===== src/rtl/alu_sequencer.sv =====
// Command/response sequencer that drives a 16-bit ALU, keeps an accumulator and a sticky overflow bit.
// Build option ALU_SEQ_MUL_EN adds op 8: a 16-cycle shift-add multiply performed on the ALU.
module alu_sequencer #(
    parameter logic [15:0] ACC_INIT = 16'h0000
) (
    input  logic        clk,
    input  logic        rst,
    input  logic        cmd_valid,
    output logic        cmd_ready,
    input  logic [3:0]  cmd_op,
    input  logic [15:0] cmd_a,
    input  logic [15:0] cmd_b,
    input  logic        cmd_use_acc,
    output logic [15:0] alu_a,
    output logic [15:0] alu_b,
    output logic [3:0]  alu_op,
    input  logic [16:0] alu_res,
    input  logic [1:0]  alu_flag,
    output logic        rsp_valid,
    input  logic        rsp_ready,
    output logic [16:0] rsp_res,
    output logic [1:0]  rsp_flag,
    output logic [15:0] acc,
    output logic        ovf_sticky,
    input  logic        clr_sticky,
    output logic        busy
);
    localparam logic [3:0] OpNot = 4'd7;

    typedef enum logic [1:0] {
        StIdle,
        StExec,
`ifdef ALU_SEQ_MUL_EN
        StMul,
`endif
        StResp
    } state_e;

    state_e      state;
    logic [15:0] op_a;
    logic        sticky_set;

    assign op_a = cmd_use_acc ? acc : cmd_a;

    // Only a real (supported-op) capture in EXEC may raise the sticky bit.
    assign sticky_set = (state == StExec) && (alu_op <= OpNot) && alu_flag[1];

`ifdef ALU_SEQ_MUL_EN
    localparam logic [3:0] OpAdd = 4'd0;
    localparam logic [3:0] OpMul = 4'd8;

    // During MUL, alu_a holds the partial product and alu_b holds the shifted multiplicand.
    logic [15:0] b_shift;
    logic [3:0]  mul_cnt;
    logic [15:0] partial_nxt;

    assign partial_nxt = b_shift[0] ? alu_res[15:0] : alu_a;
`endif

    always_ff @(posedge clk) begin
        if (rst) begin
            state      <= StIdle;
            cmd_ready  <= 1'b1;
            rsp_valid  <= 1'b0;
            rsp_res    <= '0;
            rsp_flag   <= '0;
            acc        <= ACC_INIT;
            ovf_sticky <= 1'b0;
            busy       <= 1'b0;
            alu_a      <= '0;
            alu_b      <= '0;
            alu_op     <= '0;
`ifdef ALU_SEQ_MUL_EN
            b_shift    <= '0;
            mul_cnt    <= '0;
`endif
        end else begin
            if (sticky_set) begin
                ovf_sticky <= 1'b1;
            end else if (clr_sticky) begin
                ovf_sticky <= 1'b0;
            end

            unique case (state)
                StIdle: begin
                    if (cmd_valid && cmd_ready) begin
                        cmd_ready <= 1'b0;
                        busy      <= 1'b1;
`ifdef ALU_SEQ_MUL_EN
                        if (cmd_op == OpMul) begin
                            alu_op  <= OpAdd;
                            alu_a   <= '0;
                            alu_b   <= op_a;
                            b_shift <= cmd_b;
                            mul_cnt <= '0;
                            state   <= StMul;
                        end else
`endif
                        begin
                            alu_op <= cmd_op;
                            alu_a  <= op_a;
                            alu_b  <= cmd_b;
                            state  <= StExec;
                        end
                    end
                end
                StExec: begin
                    if (alu_op <= OpNot) begin
                        rsp_res  <= alu_res;
                        rsp_flag <= alu_flag;
                        acc      <= alu_res[15:0];
                    end else begin
                        rsp_res  <= '0;
                        rsp_flag <= 2'b01;
                    end
                    rsp_valid <= 1'b1;
                    state     <= StResp;
                end
`ifdef ALU_SEQ_MUL_EN
                StMul: begin
                    mul_cnt <= mul_cnt + 4'd1;
                    if (mul_cnt == 4'd15) begin
                        rsp_res   <= {1'b0, partial_nxt};
                        rsp_flag  <= {1'b0, partial_nxt == 16'h0000};
                        acc       <= partial_nxt;
                        rsp_valid <= 1'b1;
                        state     <= StResp;
                    end else begin
                        alu_a   <= partial_nxt;
                        alu_b   <= {alu_b[14:0], 1'b0};
                        b_shift <= {1'b0, b_shift[15:1]};
                    end
                end
`endif
                StResp: begin
                    if (rsp_ready) begin
                        rsp_valid <= 1'b0;
                        cmd_ready <= 1'b1;
                        busy      <= 1'b0;
                        state     <= StIdle;
                    end
                end
                default: state <= StIdle;
            endcase
        end
    end
endmodule


===== config.mk =====
export PLATFORM = sky130hd
export DESIGN_NAME = alu_sequencer
export DESIGN_NICKNAME = d
export VERILOG_FILES = /design/src/rtl/alu_sequencer.sv
export SDC_FILE = /design/constraint.sdc
export NUM_CORES = 1
export LEC_CHECK = 0
export CORE_MARGIN = 4
export CORE_UTILIZATION = 41
export CTS_CLUSTER_DIAMETER = 120
export DETAILED_ROUTE_END_ITERATION = 8
export GPL_ROUTABILITY_DRIVEN = 1
export GPL_TIMING_DRIVEN = 0
export PLACE_DENSITY_LB_ADDON = 0.1
export SETUP_SLACK_MARGIN = 0.05
export SKIP_CTS_REPAIR_TIMING = 1
export SLEW_MARGIN = 10
export SYNTH_ARGS = -nofsm -noshare
export SYNTH_HDL_FRONTEND = slang
export SYNTH_SLANG_ARGS = --single-unit

===== constraint.sdc =====
create_clock -name clk -period 1.7 [get_ports clk]
set_clock_uncertainty 0.05 [all_clocks]
set_input_delay 0.34 -clock clk [delete_from_list [all_inputs] [get_ports clk]]
set_output_delay 0.34 -clock clk [all_outputs]
set_load 0.05 [all_outputs]

==> insert_results.sql, run 1 <==
INSERT INTO impl_metrics (metric_group, metric, value, unit) VALUES
('run_status', 'run_status', 'completed', ''),
('logic_synthesis', 'area_share_of_fa_ha_maj_cells_after_synthesis', '0', '%'),
('place', 'gp_congestion', '0.739', ''),
('logic_synthesis', 'synth.top_cell.area_share', '53.5', '%'),
('place', 'place_area', '4330', 'um^2'),
('finish', 'count_of_inserted_antenna_diode_cells', '0', ''),
('place', 'place.detailed.hpwl', '6030', 'um'),
('clocking', 'buffer_cell_driving_the_clock_tree_root', 'sky130_fd_sc_hd__clkbuf_8', ''),
('drt', 'drt_pass1_iterations', '4', ''),
('critical_path', 'worst-path-buf-inv', '1', ''),
('finish', 'fin_nets', '529', ''),
('pwr', 'power_switching_share', '31.7', '%'),
('critical_path', 'setup.worst_path.start', 'alu_op[3]', ''),
('drt', 'detail_route.vias_per_cell', '4.70', ''),
('drt', 'remaining_drc_errors', '0', ''),
('die', 'starting_utilization_of_the_core_area', '42.4', '%'),
('global_route', 'gr-total-overflow', '0', ''),
('critical_path', 'worst_endpoint_data_arrival_time', '1.20', 'ns'),
('die', 'top_level_ports', '136', ''),
('critical_path', 'timing.rr.start', 'state[0]', ''),
('logic_synthesis', 'yosys.area.top_type', 'sky130_fd_sc_hd__dfxtp_1', ''),
('logic_synthesis', 'synth_flop_cell', 'sky130_fd_sc_hd__dfxtp_1', ''),
('sta', 'holdWs', '0.401', 'ns'),
('critical_path', 'cp_data_required_time', '1.31', 'ns'),
('finish', 'layout-drive-gt1-share', '9.51', '%'),
('die', 'rows', '30', ''),
('logic_synthesis', 'synth_most_common_cell', 'sky130_fd_sc_hd__nand2_1', ''),
('sta', 'timing.final.hold_violations', '0', ''),
('pwr', 'comb_power_share', '26.4', '%'),
('die', 'std_cell_core_area', '6790', 'um^2'),
('logic_synthesis', 'synth.mux.area_fraction', '5.56', '%'),
('logic_synthesis', 'mapped_avg_cell_area', '9.01', 'um^2'),
('clocking', 'tritoncts.num_buffers', '9', ''),
('sta', 'max_clock_freq', '0.630', 'GHz'),
('critical_path', 'critical-path-top-delay-family', 'buffers and inverters', ''),
('global_route', 'global_route_wire_length_before_repair', '12700', 'um'),
('die', 'die_h', '91.9', 'um'),
('place', 'dpl.cell_count', '549', ''),
('die', 'die_area', '8440', 'um^2'),
('critical_path', 'critical_path_class', 'reg2out', ''),
('clocking', 'clock_sink_count', '77', ''),
('pwr', 'power_density_over_the_cells', '958', 'nW/um^2'),
('drt', 'postRouteAntennaNets', '0', ''),
('clocking', 'clk-insertion-delay-late', '0.34', 'ns'),
('drt', 'post_drt_wl_per_cell', '14.3', 'um'),
('sta', 'final_critical_path_required_period', '1.59', 'ns'),
('global_route', 'grt_start_max_net_pins', '13', ''),
('place', 'port-buffer-count', '133', ''),
('logic_synthesis', 'syn_inst', '320', ''),
('place', 'placement.setup.worst_slack', '-0.184', 'ns'),
('logic_synthesis', 'part_of_the_yosys_area_used_for_sequential_elements', '53.5', '%'),
('finish', 'post_layout_nonfiller_instances', '569', ''),
('sta', 'rsz0062_at_grt', 'yes', ''),
('clocking', 'maximum_clock_path_buffer_count', '2', ''),
('logic_synthesis', 'post_synth_most_frequent_cells', 'sky130_fd_sc_hd__nand2_1, sky130_fd_sc_hd__dfxtp_1, sky130_fd_sc_hd__a21oi_1', ''),
('logic_synthesis', 'synth_cell_types', '26', ''),
('die', 'die-width', '91.9', 'um'),
('clocking', 'htree_num_levels', '3', ''),
('critical_path', 'critical_path_peak_fanout', '4', ''),
('sta', 'setup_ws', '0.112', 'ns'),
('sta', 'setup_viol', '0', ''),
('logic_synthesis', 'synth_fp_nets', '381', ''),
('global_route', 'antenna_found_initial', '0', ''),
('hold_path', 'hold_class', 'reg2reg', ''),
('drt', 'detailroute.via_count', '2676', ''),
('global_route', 'track_usage', '19.1', '%'),
('sta', 'slew_viol_final', '0', ''),
('hold_path', 'holdCritStartpoint', 'alu_b[13]', ''),
('logic_synthesis', 'yosysWarningCount', '0', ''),
('sta', 'timing.final.crit_share', '93.4', '%'),
('logic_synthesis', 'mappedNetlistArea', '2880', 'um^2');
==> area by class of cell <==
cell class | count | area (um^2)
Clock inverter | 4 | 47.5
Tap cell | 96 | 120
Clock buffer | 12 | 145
Inverter | 2 | 7.51
Fill cell | 559 | 2050
Buffer | 25 | 163
Timing Repair Buffer | 137 | 1550
Sequential cell | 77 | 1540
Multi-Input combinational cell | 216 | 1170
==> power groups by stage <==
stage	sequential (W)	combinational [W]	clock (W)
after global routing	0.00201	0.00128	0.00145
after detailed placement	0.00204	0.00121	0
final	0.00199	0.00120	0.00135
after floorplan	0.00244	0.000341	0
after CTS	0.00200	0.00121	0.00138
after global placement	0.00204	0.00120	0
==> layout by cell type, fill, tap and decap left out <==
master,n
sky130_fd_sc_hd__nand3b_1,1
sky130_fd_sc_hd__buf_8,2
sky130_fd_sc_hd__mux2i_1,16
sky130_fd_sc_hd__a21oi_1,58
sky130_fd_sc_hd__nor3b_4,1
sky130_fd_sc_hd__inv_1,2
sky130_fd_sc_hd__nand2_1,90
sky130_fd_sc_hd__nand4bb_1,1
sky130_fd_sc_hd__nor2b_1,1
sky130_fd_sc_hd__dfxtp_1,77
sky130_fd_sc_hd__nor3_1,1
sky130_fd_sc_hd__clkbuf_8,10
sky130_fd_sc_hd__a211oi_1,4
sky130_fd_sc_hd__buf_6,4
sky130_fd_sc_hd__clkdlybuf4s50_1,58
sky130_fd_sc_hd__dlymetal6s2s_1,75
sky130_fd_sc_hd__or3b_1,1
sky130_fd_sc_hd__a22oi_1,1
sky130_fd_sc_hd__buf_2,4
sky130_fd_sc_hd__a211oi_2,13
sky130_fd_sc_hd__o21ai_0,1
sky130_fd_sc_hd__buf_4,7
sky130_fd_sc_hd__nor2_1,21
sky130_fd_sc_hd__nand3_1,1
sky130_fd_sc_hd__buf_1,2
sky130_fd_sc_hd__bufinv_16,1
sky130_fd_sc_hd__clkbuf_1,12
sky130_fd_sc_hd__clkinvlp_4,1
sky130_fd_sc_hd__clkinv_2,2
sky130_fd_sc_hd__nor4bb_1,1
sky130_fd_sc_hd__nand2b_1,3
sky130_fd_sc_hd__o21bai_1,1
==> state kept, by name, summed over array words and instances, names as in the netlist <==
register and flops:
rsp_res 17, acc 16, alu_a 16, alu_b 16, alu_op 4, rsp_flag 2
state 2, busy 1, cmd_ready 1, ovf_sticky 1, rsp_valid 1
==> kinds of logic after synthesis <==
family | count (synthesis)
buffers and inverters | 27
AND/OR/NAND/NOR | 122
AO/OA/AOI/OAI | 78
multiplexers | 16
flip-flops | 77
==> per-stage QoR <==
step	utilization [%]	setup TNS, ns
after global placement	63.8	-3.96
after CTS	66.6	-14.75
after floorplan	-	0
final	69.8	0
after global routing	69.8	0
after detailed placement	63.8	-5.02
==> final timing paths <==
kind,to,cells past startpoint
hold / removal,alu_b[13],2
hold reg to reg,alu_b[13],2
setup / recovery,alu_op[3],1
setup reg to reg,acc[12],5
==> layer usage <==
metal  track usage [%]  wire length [um]  vias to the layer above  part of all wire (%)
met2              31.0              3930                       82                    48
met5                 0                 0                        -                     0
li1                  -                 -                     1365                     -
met3              5.74               643                        7                   7.9
met1              23.8              3490                     1222                    43
met4              7.05                95                        0                   1.2
Note: power is estimated with default switching activity, not from simulation.
==> run 2: changes to the inputs <==
==> constraint.sdc (replaced) <==
create_clock -name clk -period 1.7 [get_ports clk]
set_clock_uncertainty 0.05 [all_clocks]
set_input_delay 0.255 -clock clk [delete_from_list [all_inputs] [get_ports clk]]
set_output_delay 0.255 -clock clk [all_outputs]
set_load 0.05 [all_outputs]
==> run 2 against run 1 <==
Net effect: cell count shrank 0.18%; register-to-register slack hardly changed; via count decreased by 0.19%; sequential share of layout area increased by 0.052 points; first-iteration DRC count down 5.3%; non-clock buffer count fell by 1; cell area decreased by 0.16%.
==> insert_results.sql, run 2 (synthesis gave the netlist of run 1 again) <==
INSERT INTO impl_metrics (metric_group, metric, value, unit) VALUES
('run_status', 'run_status', 'completed', ''),
('drt', 'detail_route.vias_per_cell', '4.70', ''),
('critical_path', 'cp_data_required_time', '1.39', 'ns'),
('finish', 'largest_register', 'rsp_res', ''),
('finish', 'design_area', '4740', 'um^2'),
('finish', 'final_cell_mix', 'sky130_fd_sc_hd__nand2_1, sky130_fd_sc_hd__dfxtp_1, sky130_fd_sc_hd__dlymetal6s2s_1', ''),
('critical_path', 'crit_path_top_delay_cell', 'sky130_fd_sc_hd__dlymetal6s2s_1', ''),
('clocking', 'clk_slew_on_worst_s_h_paths', '0.07', 'ns'),
('pwr', 'seqPwrFrac', '43.9', '%'),
('sta', 'final_critical_path_required_period', '1.50', 'ns'),
('drt', 'remaining_drc_errors', '0', ''),
('hold_path', 'hold_class', 'in2reg', ''),
('critical_path', 'critical_path_class', 'reg2out', ''),
('clocking', 'htree_num_levels', '3', ''),
('drt', 'postRouteAntennaNets', '0', ''),
('finish', 'layout.area.seq', '1540', 'um^2'),
('finish', 'multi_input_area', '1170', 'um^2'),
('sta', 'rsz0062_at_grt', 'no', ''),
('finish', 'number_of_flip_flops_in_the_largest_register', '17', ''),
('drt', 'detailroute.via_count', '2671', ''),
('global_route', 'antenna_found_initial', '0', ''),
('die', 'rows', '30', ''),
('critical_path', 'worst-path-buf-inv', '1', ''),
('sta', 'final.setup.tns', '0', 'ns'),
('clocking', 'clock_sink_count', '77', ''),
('clocking', 'clk-insertion-delay-late', '0.34', 'ns'),
('critical_path', 'worst_endpoint_data_arrival_time', '1.20', 'ns'),
('die', 'starting_utilization_of_the_core_area', '42.4', '%'),
('sta', 'slew_headroom', '52.6', '%'),
('drt', 'drt_first_iter_violations', '89', ''),
('pwr', 'power_switching_share', '31.6', '%'),
('pwr', 'leakagePower', '2.92', 'nW'),
('clocking', 'cts_tree', 'done', ''),
('drt', 'wl', '8150', 'um'),
('clocking', 'buffer_cell_driving_the_clock_tree_root', 'sky130_fd_sc_hd__clkbuf_8', ''),
('finish', 'layout-drive-gt1-share', '9.32', '%'),
('finish', 'post_layout_nonfiller_instances', '568', ''),
('finish', 'area_growth', '64.3', '%'),
('critical_path', 'timing.critical_path.cells', 'dlymetal6s2s_1', ''),
('global_route', 'track_usage', '19.1', '%'),
('pwr', 'comb_power_share', '26.3', '%'),
('pwr', 'power_density_over_the_cells', '958', 'nW/um^2'),
('place', 'place.detailed.hpwl', '6030', 'um'),
('pwr', 'power.switching', '0.00144', 'W'),
('drt', 'drt_pass1_iterations', '4', ''),
('sta', 'max_clock_freq', '0.665', 'GHz'),
('critical_path', 'worstSetupStartpointType', 'flop', ''),
('clocking', 'tritoncts.num_buffers', '9', ''),
('finish', 'count_of_inserted_antenna_diode_cells', '0', ''),
('critical_path', 'critical_path_peak_fanout', '4', ''),
('global_route', 'gr-total-overflow', '0', ''),
('finish', 'fin_nets', '528', ''),
('drt', 'post_drt_wl_per_cell', '14.3', 'um'),
('place', 'gp_congestion', '0.739', ''),
('global_route', 'grt_start_max_net_pins', '13', ''),
('pwr', 'clockPowerShare', '29.7', '%'),
('critical_path', 'critical-path-top-delay-family', 'buffers and inverters', ''),
('sta', 'setup_viol', '0', ''),
('die', 'die_area', '8440', 'um^2'),
('global_route', 'via_count_of_the_first_global_routing_pass', '2581', ''),
('sta', 'slew_viol_final', '0', ''),
('critical_path', 'crit_path_max_incr_delay', '0.46', 'ns'),
('pwr', 'worst_ir_drop_vdd', '535', 'uV'),
('clocking', 'maximum_clock_path_buffer_count', '2', ''),
('critical_path', 'critical_path.endpoint_type', 'output port', ''),
('sta', 'timing_worst_slew_pin_value', '0.711', 'ns'),
('flow_run', 'cap_violations', '0', ''),
('finish', 'finish.utilization', '69.7', '%'),
('place', 'port-buffer-count', '133', ''),
('die', 'std_cell_core_area', '6790', 'um^2'),
('finish', 'layout.cells.most_common', 'sky130_fd_sc_hd__nand2_1', ''),
('die', 'die-width', '91.9', 'um'),
('sta', 'timing.final.crit_share', '88.4', '%'),
('global_route', 'global_route_wire_length_before_repair', '12700', 'um'),
('finish', 'final.fill_count', '558', ''),
('sta', 'timing.final.hold_violations', '0', ''),
('place', 'place_area', '4330', 'um^2'),
('place', 'dpl.cell_count', '549', ''),
('die', 'die_h', '91.9', 'um'),
('pwr', 'cell_internal_pwr', '0.00310', 'W'),
('die', 'top_level_ports', '136', '');
run 2: cell types whose count changed in the layout (fill, tap and decap cells not counted), sizes merged:
cell,before,now
buf,19,18
run 2: final timing paths:
check / slack, ns / start / depth (start not counted) / end
worst max-delay path: 0.20 / alu_op[3] / 1 / alu_op[3]
worst max register to register: 0.20 / state[0] / 5 / acc[6]
worst min register to register: 0.40 / alu_b[13] / 2 / alu_b[13]
worst min-delay path: 0.34 / cmd_use_acc / 3 / alu_a[0]
run 2: power by group through the flow:
stage | sequential, W | combinational, W | clock, W
detailed placement | 0.00204 | 0.00121 | 0
floorplan | 0.00244 | 0.000341 | 0
finish | 0.00199 | 0.00120 | 0.00135
global placement | 0.00204 | 0.00120 | 0
global route | 0.00201 | 0.00127 | 0.00145
CTS | 0.00200 | 0.00121 | 0.00138
run 2: routing by layer:
layer,track usage (%),vias up,part of all wire (%)
met3,5.74,7,7.8
met1,23.8,1219,43
li1,-,1361,-
met5,0,-,0
met2,31.0,84,48
met4,7.05,0,1.2
run 2: per-stage QoR:
step	setup WS (ns)	total power (W)	hold WS, ns
4_1_cts	-0.214	0.00459	0.325
2_1_floorplan	0.105	0.00279	0.341
6_report	0.197	0.00454	0.337
5_1_grt	0.0698	0.00473	0.359
3_3_place_gp	-0.0583	0.00323	0.391
3_5_place_dp	-0.0995	0.00325	0.395
run 2: cell type report:
| class | instances | share of cell area [%] |
|---|---|---|
| multi-input combinational | 216 | 24.7 |
| timing repair buffer | 136 | 32.5 |
| clock buffer | 12 | 3.06 |
| inverter | 2 | 0.158 |
| sequential | 77 | 32.5 |
| clock inverter | 4 | 1.00 |
| tap | 96 | 2.54 |
| buffer | 25 | 3.43 |
